===== src/rtl/mux_uart_pkg.sv =====
// Shared definitions for the memory-mapped UART.
//   - default base address of the two-register window
//   - bit positions inside the status register
//   - state encodings of the transmit and receive state machines
//   - pack_status(): assembles the status byte from the individual flags
package mux_uart_pkg;

  localparam logic [15:0] DEFAULT_BASE_ADDR = 16'hF200;

  // Status register layout: {4'b0, framing_err, overrun, tx_ready, rx_ready}
  localparam int STAT_RX_READY    = 0;
  localparam int STAT_TX_READY    = 1;
  localparam int STAT_OVERRUN     = 2;
  localparam int STAT_FRAMING_ERR = 3;

  typedef enum logic [1:0] {TX_IDLE, TX_START, TX_DATA, TX_STOP} tx_state_t;
  typedef enum logic [1:0] {RX_IDLE, RX_START, RX_DATA, RX_STOP} rx_state_t;

  function automatic logic [7:0] pack_status(input logic framing_err,
                                             input logic overrun,
                                             input logic tx_ready,
                                             input logic rx_ready);
    logic [7:0] s;
    s                   = 8'h00;
    s[STAT_RX_READY]    = rx_ready;
    s[STAT_TX_READY]    = tx_ready;
    s[STAT_OVERRUN]     = overrun;
    s[STAT_FRAMING_ERR] = framing_err;
    return s;
  endfunction

endpackage


===== src/rtl/uart_tx.sv =====
// Serial transmitter: 1 start bit, 8 data bits LSB first, 1 stop bit.
// Ports:
//   clock  in   system clock (rising edge)
//   reset  in   asynchronous active-high reset; forces txd high at once
//   start  in   accept 'data' and begin a frame (only honoured when idle)
//   data   in   byte to send
//   txd    out  serial line, idle high
//   busy   out  high from the accepting edge until the stop bit has ended
module uart_tx
  import mux_uart_pkg::*;
#(
  parameter int CLKS_PER_BIT = 16
) (
  input  logic       clock,
  input  logic       reset,
  input  logic       start,
  input  logic [7:0] data,
  output logic       txd,
  output logic       busy
);

  localparam int            CW   = $clog2(CLKS_PER_BIT);
  localparam logic [CW-1:0] LAST = CW'(CLKS_PER_BIT - 1);

  tx_state_t     state_reg, state_next;
  logic [CW-1:0] cnt_reg, cnt_next;
  logic [2:0]    bit_reg, bit_next;
  logic [7:0]    shift_reg, shift_next;
  logic          txd_reg, txd_next;

  always_ff @(posedge clock or posedge reset) begin
    if (reset) begin
      state_reg <= TX_IDLE;
      cnt_reg   <= '0;
      bit_reg   <= '0;
      shift_reg <= '0;
      txd_reg   <= 1'b1;
    end else begin
      state_reg <= state_next;
      cnt_reg   <= cnt_next;
      bit_reg   <= bit_next;
      shift_reg <= shift_next;
      txd_reg   <= txd_next;
    end
  end

  // txd is registered so the start bit appears on the accepting edge itself.
  always_comb begin
    state_next = state_reg;
    cnt_next   = cnt_reg;
    bit_next   = bit_reg;
    shift_next = shift_reg;
    txd_next   = txd_reg;
    case (state_reg)
      TX_IDLE: begin
        txd_next = 1'b1;
        cnt_next = '0;
        if (start) begin
          shift_next = data;
          txd_next   = 1'b0;
          state_next = TX_START;
        end
      end
      TX_START: begin
        if (cnt_reg == LAST) begin
          cnt_next   = '0;
          bit_next   = '0;
          txd_next   = shift_reg[0];
          state_next = TX_DATA;
        end else begin
          cnt_next = cnt_reg + 1'b1;
        end
      end
      TX_DATA: begin
        if (cnt_reg == LAST) begin
          cnt_next = '0;
          if (bit_reg == 3'd7) begin
            txd_next   = 1'b1;
            state_next = TX_STOP;
          end else begin
            shift_next = shift_reg >> 1;
            txd_next   = shift_reg[1];
            bit_next   = bit_reg + 1'b1;
          end
        end else begin
          cnt_next = cnt_reg + 1'b1;
        end
      end
      TX_STOP: begin
        if (cnt_reg == LAST) begin
          cnt_next   = '0;
          state_next = TX_IDLE;
        end else begin
          cnt_next = cnt_reg + 1'b1;
        end
      end
      default: state_next = TX_IDLE;
    endcase
  end

  assign txd  = txd_reg;
  assign busy = (state_reg != TX_IDLE);

endmodule


===== src/rtl/mux_uart.sv =====
// Memory-mapped UART on an 8-bit CPU bus.
//   BASE_ADDR   : status register {4'b0, framing_err, overrun, tx_ready, rx_ready}
//   BASE_ADDR+1 : read = received byte, write = byte to transmit
// Ports:
//   clock, reset            system clock, asynchronous active-high reset
//   addressBus, dataOutBus  CPU address and write data
//   writeEnBus, readEnBus   one-clock CPU write / read strobes
//   selected, dataInBus     combinational decode and read data
//   txd, rxd                serial lines (idle high)
module mux_uart
  import mux_uart_pkg::*;
#(
  parameter logic [15:0] BASE_ADDR    = DEFAULT_BASE_ADDR,
  parameter int          CLKS_PER_BIT = 16
) (
  input  logic        clock,
  input  logic        reset,
  input  logic [15:0] addressBus,
  input  logic [7:0]  dataOutBus,
  input  logic        writeEnBus,
  input  logic        readEnBus,
  output logic        selected,
  output logic [7:0]  dataInBus,
  output logic        txd,
  input  logic        rxd
);

  localparam logic [15:0]   DATA_ADDR = BASE_ADDR + 16'd1;
  localparam int            CW        = $clog2(CLKS_PER_BIT);
  localparam logic [CW-1:0] LAST      = CW'(CLKS_PER_BIT - 1);
  localparam logic [CW-1:0] HALF      = CW'(CLKS_PER_BIT / 2 - 1);

  // ---------------- bus decode ----------------
  logic status_sel, data_sel, status_rd, data_rd, tx_start, tx_busy, tx_ready;

  assign status_sel = (addressBus == BASE_ADDR);
  assign data_sel   = (addressBus == DATA_ADDR);
  assign selected   = status_sel | data_sel;
  assign status_rd  = readEnBus & status_sel;
  assign data_rd    = readEnBus & data_sel;
  assign tx_ready   = ~tx_busy;
  assign tx_start   = writeEnBus & data_sel & tx_ready;

  uart_tx #(.CLKS_PER_BIT(CLKS_PER_BIT)) u_tx (
    .clock (clock),
    .reset (reset),
    .start (tx_start),
    .data  (dataOutBus),
    .txd   (txd),
    .busy  (tx_busy)
  );

  // ---------------- receiver ----------------
  logic [1:0]    sync_reg;
  logic          rx_prev_reg;
  logic          rxd_s;
  rx_state_t     rx_state_reg, rx_state_next;
  logic [CW-1:0] rx_cnt_reg, rx_cnt_next;
  logic [2:0]    rx_bit_reg, rx_bit_next;
  logic [7:0]    rx_shift_reg, rx_shift_next;
  logic          done_ok, done_err;

  logic [7:0] rx_data_reg, rx_data_next;
  logic       rx_ready_reg, rx_ready_next;
  logic       overrun_reg, overrun_next;
  logic       framing_reg, framing_next;

  assign rxd_s = sync_reg[1];

  always_ff @(posedge clock or posedge reset) begin
    if (reset) begin
      sync_reg     <= 2'b11;
      rx_prev_reg  <= 1'b1;
      rx_state_reg <= RX_IDLE;
      rx_cnt_reg   <= '0;
      rx_bit_reg   <= '0;
      rx_shift_reg <= '0;
      rx_data_reg  <= 8'h00;
      rx_ready_reg <= 1'b0;
      overrun_reg  <= 1'b0;
      framing_reg  <= 1'b0;
    end else begin
      sync_reg     <= {sync_reg[0], rxd};
      rx_prev_reg  <= rxd_s;
      rx_state_reg <= rx_state_next;
      rx_cnt_reg   <= rx_cnt_next;
      rx_bit_reg   <= rx_bit_next;
      rx_shift_reg <= rx_shift_next;
      rx_data_reg  <= rx_data_next;
      rx_ready_reg <= rx_ready_next;
      overrun_reg  <= overrun_next;
      framing_reg  <= framing_next;
    end
  end

  // After the half-bit check in START, every later sample lands one full
  // bit period after the previous one, i.e. near each bit's midpoint.
  always_comb begin
    rx_state_next = rx_state_reg;
    rx_cnt_next   = rx_cnt_reg;
    rx_bit_next   = rx_bit_reg;
    rx_shift_next = rx_shift_reg;
    done_ok       = 1'b0;
    done_err      = 1'b0;
    case (rx_state_reg)
      RX_IDLE: begin
        rx_cnt_next = '0;
        if (rx_prev_reg && !rxd_s) rx_state_next = RX_START;
      end
      RX_START: begin
        if (rx_cnt_reg == HALF) begin
          rx_cnt_next   = '0;
          rx_bit_next   = '0;
          rx_state_next = rxd_s ? RX_IDLE : RX_DATA;
        end else begin
          rx_cnt_next = rx_cnt_reg + 1'b1;
        end
      end
      RX_DATA: begin
        if (rx_cnt_reg == LAST) begin
          rx_cnt_next   = '0;
          rx_shift_next = {rxd_s, rx_shift_reg[7:1]};
          if (rx_bit_reg == 3'd7) rx_state_next = RX_STOP;
          else                    rx_bit_next   = rx_bit_reg + 1'b1;
        end else begin
          rx_cnt_next = rx_cnt_reg + 1'b1;
        end
      end
      RX_STOP: begin
        if (rx_cnt_reg == LAST) begin
          rx_cnt_next   = '0;
          rx_state_next = RX_IDLE;
          done_ok       = rxd_s;
          done_err      = ~rxd_s;
        end else begin
          rx_cnt_next = rx_cnt_reg + 1'b1;
        end
      end
      default: rx_state_next = RX_IDLE;
    endcase
  end

  // Flag updates: a set on the same edge as a clearing read always wins.
  // Overrun needs the byte to land on an unread buffer, so a data read on
  // the completing edge counts as having consumed the old byte.
  always_comb begin
    rx_data_next  = done_ok ? rx_shift_reg : rx_data_reg;
    rx_ready_next = done_ok ? 1'b1 : (data_rd ? 1'b0 : rx_ready_reg);
    overrun_next  = (done_ok && rx_ready_reg && !data_rd) ? 1'b1 :
                    (status_rd ? 1'b0 : overrun_reg);
    framing_next  = done_err ? 1'b1 : (status_rd ? 1'b0 : framing_reg);
  end

  always_comb begin
    dataInBus = 8'h00;
    if (status_sel)
      dataInBus = pack_status(framing_reg, overrun_reg, tx_ready, rx_ready_reg);
    else if (data_sel)
      dataInBus = rx_data_reg;
  end

endmodule


===== config.mk =====
export PLATFORM = sky130hd
export DESIGN_NAME = mux_uart
export DESIGN_NICKNAME = d
export VERILOG_FILES = /design/src/rtl/mux_uart_pkg.sv /design/src/rtl/uart_tx.sv /design/src/rtl/mux_uart.sv
export SDC_FILE = /design/constraint.sdc
export NUM_CORES = 1
export LEC_CHECK = 0
export CORE_MARGIN = 1.5
export CORE_UTILIZATION = 45
export CTS_CLUSTER_SIZE = 14
export DETAILED_ROUTE_END_ITERATION = 10
export HOLD_SLACK_MARGIN = 0.02
export PLACE_DENSITY = 0.69
export SLEW_MARGIN = 10
export SYNTH_ARGS = -nofsm -noshare
export SYNTH_HDL_FRONTEND = slang
export SYNTH_HIERARCHICAL = 1
export SYNTH_SLANG_ARGS = --single-unit

===== constraint.sdc =====
create_clock -name clock -period 6.08 [get_ports clock]
set_clock_uncertainty 0.1 [all_clocks]
set_input_delay 1.216 -clock clock [delete_from_list [all_inputs] [get_ports clock]]
set_output_delay 1.216 -clock clock [all_outputs]
set_load 0.05 [all_outputs]

==> results by group, run 1 <==
Floorplanning
  – Top-Level Pins: 39
  – Initial Util: between 40% and 50%
  – Row Count: 26
  – Height of the die: a little under 80 um
  – Die Wd: 77.3 um
  – Die area: approximately 6000 sq um
  – Total core area: ~5200 sq um

Timing
  – TNS Setup: 0 ns
  – Setup violators final: 0
  – Slew Limit Headroom: 53.7%
  – Part of the cycle the worst path needs: about 82%
  – Final setup margin: about 1.1 ns
  – Crit path time final: approximately 5.0 ns
  – Tightest hold margin: 0.261 ns
  – Final Hold Vio Count: 0
  – Worst Tran Pin Value: roughly 0.69 ns
  – RSZ-0062 raised after global routing: false
  – Max-slew violations: 0
  – Peak Freq: 0.202 GHz

Synthesis
  – Number of enable flip-flop cells after synthesis: 0
  – FFs w/ async S/R, synth: between 90% and 100%
  – Synth Cell Area: approximately 2500 sq um
  – Most instantiated cells after synthesis: dfrtp_1, mux2_2, ha_1
  – Synthesis Warnings: 6
  – Share of the synthesized area in the top cell type: a little under half
  – Largest area contributor in the netlist: dfrtp_1
  – Register bit total from synthesis: 49
  – Synth Flop Type: dfrtp_1
  – Post-Syn Nets: 246
  – Mean Syn Cell Area: 12.3 sq um
  – Top post-synthesis cells by area: dfrtp_1, mux2_2, ha_1, dfstp_2, a22o_1
  – Syn Inst Count: between 200 and 250
  – Seq/Total Area, Yosys: approximately half
  – Most frequent cell after synthesis: dfrtp_1
  – Synth cell types: 49

Job
  – MaxCap Viol Count: 0

Clocking
  – Worst skew pair latency: ~0.30 ns
  – Sink Count: between 40 and 50
  – Inserted Clock Buffers: 5
  – CTS clk-pin slew, worst paths: 0.08 ns
  – CTS tree: built
  – CTS resizes: 0
  – CTS Hold Bufs: 0
  – H-tree depth: 2
  – CTS Buffer Depth: 2
  – Root buf cell: clkbuf_8
  – Setup bufs post-CTS: 0

Layout
  – Final #Nets: 287
  – Antenna cell count: 0
  – Layout cells sized above 1: 25.3%
  – Area Growth Syn to Fin: 21.2%
  – Fill cells: 456

Place
  – I/O Buffers: 38
  – RePlAce Congestion: ~0.80
  – Pre-CTS setup slack: 1.10 ns
  – Post-DP HPWL: between 3 and 4 mm

Power and ir drop
  – Sw Ratio: about 28%
  – Switch Pwr: between 150 and 200 uW
  – Lkg Pwr: roughly 1.4 nW
  – Clk pwr share: between 20% and 30%
  – Internal: approximately 500 uW
  – PD cells: between 200 and 250 nW/um^2
  – Comb pwr share: 17.2%
  – Worst VDD drop: approximately 0.18 mV
  – Sequential share of power: ~56%

GRT
  – Number of global-route vias before repair: approximately 1.7k
  – Largest net degree at the start of global routing: 32
  – Initial antenna violation count: 0
  – GRT Total Usage: between 10% and 20%
  – Total grt overflow: 0
  – First-pass GRT wire length: 7.41 mm

Routing
  – Routed via count: around 1.6k
  – Initial DRC Count: 42
  – Wire length after detailed routing: around 4.2 mm
  – Vias per cell: ~5
  – Routed wire per std cell: 13.3 um
  – Drt pass-1 iters: 4
  – Routed Antenna Nets: 0
  – DRC: 0

Critical path
  – Setup Crit Path Kind: input port to output port
  – Arr. time, crit path: between 3 and 4 ns
  – CP Launch Type: input port
  – WP data required: 4.76 ns
  – CP Capture Type: output port
  – Worst-path fanout max: 11

Status
  – Run status: completed

Min path
  – Hold/Removal Path Class: flop to flop
-- worst paths after layout --
check / start / end / slack [ns] / cells past startpoint
max in group asynchronous: reset / u_tx/state_reg[1] / 4.20 / 2
min in group asynchronous: reset / rx_cnt_reg[2] / 1.21 / 3
max reg2reg: u_tx/state_reg[0] / u_tx/shift_reg[4] / 3.67 / 7
min: sync_reg[0] / sync_reg[1] / 0.26 / 0
max: addressBus[12] / dataInBus[5] / 1.12 / 6
min reg2reg: sync_reg[0] / sync_reg[1] / 0.26 / 0
-- cell usage in the layout (no fill, tap or decap), types with 2 or more instances in the layout --
| master | n |
|---|---|
| dfstp_2 | 4 |
| nor2_2 | 2 |
| and2_1 | 6 |
| or2_2 | 2 |
| nor2b_1 | 6 |
| buf_4 | 7 |
| nand3_1 | 4 |
| mux2i_1 | 3 |
| dfrtp_1 | 45 |
| a22o_1 | 7 |
| clkdlybuf4s50_1 | 33 |
| xnor2_1 | 2 |
| inv_1 | 11 |
| clkbuf_1 | 2 |
| clkbuf_8 | 5 |
| nor2_1 | 7 |
| nand2_1 | 11 |
| nand2b_1 | 2 |
| a31oi_1 | 3 |
| o21ai_0 | 4 |
| ha_1 | 14 |
| a21oi_1 | 2 |
| mux2_2 | 35 |
-- power groups by stage --
stage                     sequential, mW  combinational, mW  clock, mW
after CTS                          0.395              0.123      0.192
after detailed placement           0.401              0.122          0
after global placement             0.401              0.119          0
final                              0.396              0.121      0.184
after floorplan                    0.377              0.108          0
after global routing               0.402              0.142      0.206
-- logic make-up after synthesis --
logic type | Yosys count | share of synthesized area [%]
simple gates | 54 | 13.3
buf+inv | 17 | 2.67
fa+ha+maj | 14 | 7.04
compound gates | 29 | 9.76
flops | 49 | 49.5
mux | 38 | 17.1
xor+xnor | 2 | 0.704
-- layout make-up --
cell class	instances	area (sq um)	share of cell area (%)
well taps	70	87.6	2.91
multi-input cells	137	1190	39.5
flip-flops and latches	49	1230	40.8
inverters	11	41.3	1.37
clock buffers	7	76.3	2.53
clock inverters	1	5.00	0.166
repair buffers	40	383	12.7
-- metrics by stage --
step	instance area, sq um	power [mW]	std cells	util (%)
2_1_floorplan	2490	0.486	203	-
3_3_place_gp	2930	0.520	307	56.3
3_5_place_dp	2930	0.523	307	56.3
4_1_cts	3010	0.710	315	57.9
5_1_grt	3010	0.749	315	57.9
6_report	3010	0.700	315	57.9
-- per-layer routing --
metal	track usage, %	up-vias	wire length, um
met2	27.0	20	2020
met5	0	-	0
met1	18.8	786	1970
met3	4.82	6	156
met4	3.82	0	41
li1	-	807	-
-- critical path: stages --
cell and delay, ns:
clkdlybuf4s50_1 0.45, or4bb_1 0.54, nor4_1 0.28, buf_4 0.22, and2_1 0.14, clkdlybuf4s50_1 0.80
Power figures use the tool's default switching activity.
==> run 2: changes to the inputs <==
Clock period 6.08 ns to 4.8 ns, I/O delays scaled along.
==> run 2 against run 1 <==
Effect of this change:
- register-to-register slack lost 1.3 ns
- worst setup slack lost 0.31 ns
- utilization grew 2.2 points
- global-route usage grew 0.42 points
- first-iteration DRC count grew 31%
- clock-buffer cell count is the same
- die area is the same
- worst hold slack gained 0.0033 ns
- critical path depth is the same
==> results by group, run 2 (synthesis gave the netlist of run 1 again) <==
Routing
  – Drt pass-1 iters: 4 (unchanged)
  – Routed via count: 1,627 (+0.49%)
  – Wire length after detailed routing: 4.33 mm (+3.5%)
  – Initial DRC Count: 55 (+31%)
  – WL met1: 1.96 mm (-0.41%)
  – Vias per cell: 5.17 (+0.49%)
  – Met3 Wirelength: 125 um (-20%)
  – Routed Antenna Nets: 0 (unchanged)
  – Met2 WL: 2.23 mm (+10%)
  – Highest routed metal layer: met4
  – DRC: 0 (unchanged)
  – Routed wire per std cell: 13.8 um (+3.5%)

Timing
  – Crit path time final: between 3 and 4 ns
  – Setup violators final: 0 (unchanged)
  – Part of the cycle the worst path needs: about 83%
  – Peak Freq: approximately 0.25 GHz
  – Slew Limit Headroom: 53.9% (+0.22 points)
  – TNS Setup: 0 ns (unchanged)
  – Max-slew violations: 0 (unchanged)
  – RSZ-0062 raised after global routing: false
  – Worst Tran Pin Value: 0.690 ns (-0.00329 ns)
  – Final Hold Vio Count: 0 (unchanged)

Power and ir drop
  – Lkg Pwr: 1.41 nW (+2.5%)
  – Worst VDD drop: 0.254 mV (+43%)
  – PD cells: 288 nW/um^2 (+24%)

Floorplanning
  – Top-Level Pins: 39 (unchanged)
  – Die Wd: 77.3 um (unchanged)
  – Die area: 5980 sq um (unchanged)
  – Row Count: 26 (unchanged)
  – Initial Util: 47.8% (unchanged)
  – Total core area: 5200 sq um (unchanged)
  – Height of the die: 77.3 um (unchanged)

Critical path
  – Top delay family on crit path: simple AND/OR/NAND/NOR gates
  – Worst path depth: 6 (unchanged)
  – CP startpoint: addressBus[12]
  – WP data required: 3.74 ns (-1.02 ns)
  – Worst-path fanout max: 6 (-5)
  – Critical-path top delay cell: or4bb_1
  – Crit-path cells: clkdlybuf4s50_1, or4bb_1, nor4_4, inv_1, o21ai_0, buf_12
  – Setup Crit Path Kind: input port to output port
  – R2R cell count: 7 (unchanged)
  – Crit path to: dataInBus[1]
  – Arr. time, crit path: 2.93 ns (-0.71 ns)
  – Setup slack, reg-to-reg: 2.36 ns (-1.31 ns)
  – CP Buf/Inv Count: 3 (unchanged)
  – RR Startpoint: u_tx/state_reg[0]
  – CP Capture Type: output port
  – CP Launch Type: input port
  – Reg2reg end: u_tx/shift_reg[5]
  – Slowest cell delay on critical path: 0.54 ns (-0.26 ns)

Place
  – RePlAce Congestion: 0.785 (-1.6%)
  – I/O Buffers: 38 (unchanged)
  – Post-DP HPWL: 3.17 mm (+3.6%)

Clocking
  – H-tree depth: 2 (unchanged)
  – CTS clk-pin slew, worst paths: 0.09 ns (about the same)
  – Inserted Clock Buffers: 5 (unchanged)
  – CTS Hold Bufs: 0 (unchanged)
  – Setup bufs post-CTS: 0 (unchanged)
  – Worst skew pair latency: 0.29 ns (about the same)
  – CTS Buffer Depth: 2 (unchanged)
  – CTS resizes: 0 (unchanged)
  – Sink Count: 49 (unchanged)
  – Root buf cell: clkbuf_8
  – CTS tree: built

Layout
  – Area Growth Syn to Fin: 25.8%
  – Layout cells sized above 1: 27.3% (+2.0 points)
  – Final #Nets: 287 (unchanged)
  – Most frequent cells in the layout: dfrtp_1, mux2_2, clkdlybuf4s50_1
  – Commonest non-fill, non-tap cell in the layout: dfrtp_1
  – Final Util: 60.1% (+2.2 points)
  – Antenna cell count: 0 (unchanged)

GRT
  – First-pass GRT wire length: 7.75 mm (+4.6%)
  – Largest net degree at the start of global routing: 32 (unchanged)
  – Initial antenna violation count: 0 (unchanged)
  – Total grt overflow: 0 (unchanged)
  – GRT Total Usage: 16.0% (+0.42 points)
  – Number of global-route vias before repair: 1,690 (+1.0%)

Min path
  – Hold/Removal Path Class: flop to flop

Status
  – Run status: completed

Job
  – MaxCap Viol Count: 0 (unchanged)
[run 2: area by class of cell]
class / count / area (sq um)
flip-flops and latches: 49 / 1230
clock buffers: 7 / 86.3
repair buffers: 40 / 485
clock inverters: 1 / 7.51
fillers: 447 / 2080
inverters: 11 / 41.3
well taps: 70 / 87.6
multi-input cells: 137 / 1190
[run 2: through the flow]
step	power [mW]	std cells	hold WS (ns)	setup WS, ns	cell area (sq um)
final	0.900	315	0.264	0.811	3130
after detailed placement	0.660	307	0.254	0.771	3040
after CTS	0.912	315	0.267	0.804	3130
after floorplan	0.615	203	0.245	0.684	2490
after global routing	0.960	315	0.268	0.700	3130
after global placement	0.659	307	0.246	0.830	3040
[run 2: per-layer routing]
layer / GRT usage (%) / vias up
li1: - / 802
met3: 3.18 / 2
met1: 20.6 / 803
met5: 0 / -
met2: 28.3 / 20
met4: 2.18 / 0
[run 2: how the worst min path moves through the flow]
stage / startpoint / endpoint / slack (ns) / depth (start not counted)
after floorplan: sync_reg[0] / sync_reg[1] / 0.25 / 0
after global placement: sync_reg[0] / sync_reg[1] / 0.25 / 0
after detailed placement: sync_reg[0] / sync_reg[1] / 0.25 / 0
after CTS: sync_reg[0] / sync_reg[1] / 0.27 / 0
after global routing: sync_reg[0] / sync_reg[1] / 0.27 / 0
final: sync_reg[0] / sync_reg[1] / 0.26 / 0
[run 2: where the power goes]
part	internal (mW)	leakage, nW	total, mW	switching (mW)
logic	0.0854	0.741	0.153	0.0671
registers	0.450	0.623	0.501	0.0504
clock network	0.117	0.0445	0.247	0.130
[run 2: worst reg2reg max path, stage by stage (launching register included)]
cell	delay, ns
dfrtp_1	0.42
inv_1	0.17
ha_1	0.23
inv_1	0.06
and3b_1	0.22
nor2b_1	0.08
a2111oi_4	0.65
mux2_2	0.41
==> run 3: changes to the inputs <==
Settings changed: PLACE_DENSITY 0.69 to 0.71.
Clock period 4.8 ns to 3.2 ns, I/O delays scaled along.
==> run 3 against run 2 <==
Effect of this change:
- first-iteration DRC count is 15% higher
- sequential power is 51% higher
- cell area rose by 2.6%
- non-clock buffer count up 7
- critical path depth grew 1
- power increased by 52%
- worst setup slack got worse by 0.73 ns
- critical path type unchanged
- critical endpoint is now dataInBus[3]
- largest cell class unchanged
- largest power group unchanged
==> results by group, run 3 (synthesis gave the netlist of run 1 again) <==
GRT
  – GRT Total Usage: 17.1% (+1.2 points)
  – Largest net degree at the start of global routing: 32 (unchanged)
  – First-pass GRT wire length: 8.12 mm (+4.8%)
  – Number of global-route vias before repair: 1,740 (+3.0%)
  – Initial antenna violation count: 0 (unchanged)
  – Total grt overflow: 0 (unchanged)

Clocking
  – CTS Hold Bufs: 0 (unchanged)
  – CTS tree: built
  – H-tree depth: 2 (unchanged)
  – CTS Buffer Depth: 2 (unchanged)
  – Sink Count: 49 (unchanged)
  – Setup bufs post-CTS: 0 (unchanged)
  – Root buf cell: clkbuf_8
  – Worst skew pair latency: 0.29 ns (about the same)
  – CTS clk-pin slew, worst paths: 0.08 ns (about the same)
  – Inserted Clock Buffers: 5 (unchanged)

Critical path
  – Critical-path top delay cell: or4_4
  – CP Buf/Inv Count: 4 (+1)
  – Worst-path fanout max: 5 (-1)
  – Arr. time, crit path: 2.38 ns (-0.55 ns)
  – Slowest cell delay on critical path: 0.56 ns (+0.02 ns)
  – CP Capture Type: output port
  – CP Launch Type: input port
  – RR Startpoint: u_tx/state_reg[0]
  – WP data required: 2.46 ns (-1.28 ns)
  – CP startpoint: addressBus[11]
  – Setup Crit Path Kind: input port to output port
  – Crit-path cells: dlygate4sd2_1, or4_4, buf_6, nor4_4, buf_4, a22o_1, buf_12
  – Top delay family on crit path: simple AND/OR/NAND/NOR gates

Routing
  – Initial DRC Count: 63 (+15%)
  – Met3 Wirelength: 150 um (+20%)
  – Routed Antenna Nets: 0 (unchanged)
  – Met2 WL: 2.38 mm (+7.0%)
  – Drt pass-1 iters: 4 (unchanged)
  – Routed via count: 1,677 (+3.1%)
  – DRC: 0 (unchanged)
  – Routed wire per std cell: 14.3 um (+4.0%)
  – Wire length after detailed routing: 4.61 mm (+6.3%)
  – WL met1: 2.05 mm (+4.5%)
  – Highest routed metal layer: met4
  – Vias per cell: 5.21 (+0.83%)

Min path
  – Hold_sp: sync_reg[0]
  – Hold/Removal Path Class: flop to flop

Floorplanning
  – Row Count: 26 (unchanged)
  – Die area: 5980 sq um (unchanged)
  – Initial Util: 47.8% (unchanged)
  – Top-Level Pins: 39 (unchanged)
  – Total core area: 5200 sq um (unchanged)
  – Height of the die: 77.3 um (unchanged)
  – Die Wd: 77.3 um (unchanged)

Timing
  – Part of the cycle the worst path needs: approximately 100%
  – Max-slew violations: 0 (unchanged)
  – Worst Tran Pin Value: 0.711 ns (+0.0213 ns)
  – RSZ-0062 raised after global routing: false
  – Peak Freq: between 0.3 and 0.4 GHz
  – Final setup margin: 0.0841 ns (-0.727 ns)
  – TNS Setup: 0 ns (unchanged)
  – Crit path time final: ~3.1 ns
  – Final Hold Vio Count: 0 (unchanged)
  – Slew Limit Headroom: 52.5% (-1.4 points)
  – Setup violators final: 0 (unchanged)

Layout
  – Final #Nets: 294 (+2.4%)
  – Area Growth Syn to Fin: 29.0%
  – Antenna cell count: 0 (unchanged)
  – Fill cells: 411 (-8.1%)
  – Commonest non-fill, non-tap cell in the layout: dfrtp_1
  – Most frequent cells in the layout: dfrtp_1, mux2_2, clkdlybuf4s50_1
  – Layout cells sized above 1: 31.3% (+4.0 points)
  – Sequential cell area: 1230 sq um (unchanged)
  – Area occupied by multi-input gates: 1220 sq um (+2.4%)

Power and ir drop
  – PD cells: 425 nW/um^2 (+48%)
  – Lkg Pwr: 1.49 nW (+5.8%)
  – Worst VDD drop: 0.332 mV (+30%)

Status
  – Run status: completed

Place
  – Post-DP HPWL: 3.27 mm (+3.1%)
  – RePlAce Congestion: 0.771 (-1.8%)
  – Pre-CTS setup slack: -0.223 ns (-0.994 ns)
  – I/O Buffers: 38 (unchanged)

Job
  – MaxCap Viol Count: 0 (unchanged)
-- run 3: per-layer routing --
| metal | vias to the layer above | global-route usage, % |
|---|---|---|
| li1 | 819 | - |
| met1 | 830 | 21.7 |
| met2 | 26 | 29.2 |
| met3 | 2 | 4.00 |
| met4 | 0 | 5.09 |
| met5 | - | 0 |
-- run 3: per-stage QoR --
stage | utilization [%] | total power [mW] | hold WS [ns] | area (sq um) | std cells
after global routing | 61.7 | 1.45 | 0.268 | 3210 | 322
after CTS | 61.5 | 1.38 | 0.261 | 3200 | 322
after global placement | 59.2 | 0.988 | 0.245 | 3080 | 313
after floorplan | - | 0.923 | 0.245 | 2490 | 203
after detailed placement | 59.2 | 1.01 | 0.248 | 3080 | 313
final | 61.7 | 1.36 | 0.260 | 3210 | 322
-- run 3: what timing repair did --
action / in CTS / in global routing
resized for setup: 18 / 3
cloned: 1 / 0
pin swaps: 6 / 4
setup endpoints to repair: 9 / 7
-- run 3: path summary, 6_finish.rpt --
path | endpoint | depth (start not counted) | slack (ns)
max reg2reg | u_tx/bit_reg[0] | 5 | 0.85
max | dataInBus[3] | 7 | 0.08
min reg2reg | sync_reg[1] | 0 | 0.26
min | sync_reg[1] | 0 | 0.26
max in group asynchronous | u_tx/cnt_reg[0] | 2 | 1.86
min in group asynchronous | rx_cnt_reg[1] | 3 | 0.65
-- run 3: power breakdown --
part           switching (mW)  leakage, nW  internal, mW  total (mW)
combinational           0.111        0.822         0.127       0.238
clock                   0.194       0.0445         0.176       0.370
sequential             0.0818        0.623         0.675       0.757
total                   0.387         1.49         0.978        1.36
-- run 3: area by class of cell --
| type | instances | area share (%) |
|---|---|---|
| Tap cell | 70 | 2.73 |
| Timing Repair Buffer | 47 | 16.7 |
| Clock buffer | 7 | 2.69 |
| Sequential cell | 49 | 38.4 |
| Clock inverter | 1 | 0.234 |
| Inverter | 11 | 1.29 |
| Multi-Input combinational cell | 137 | 38.0 |
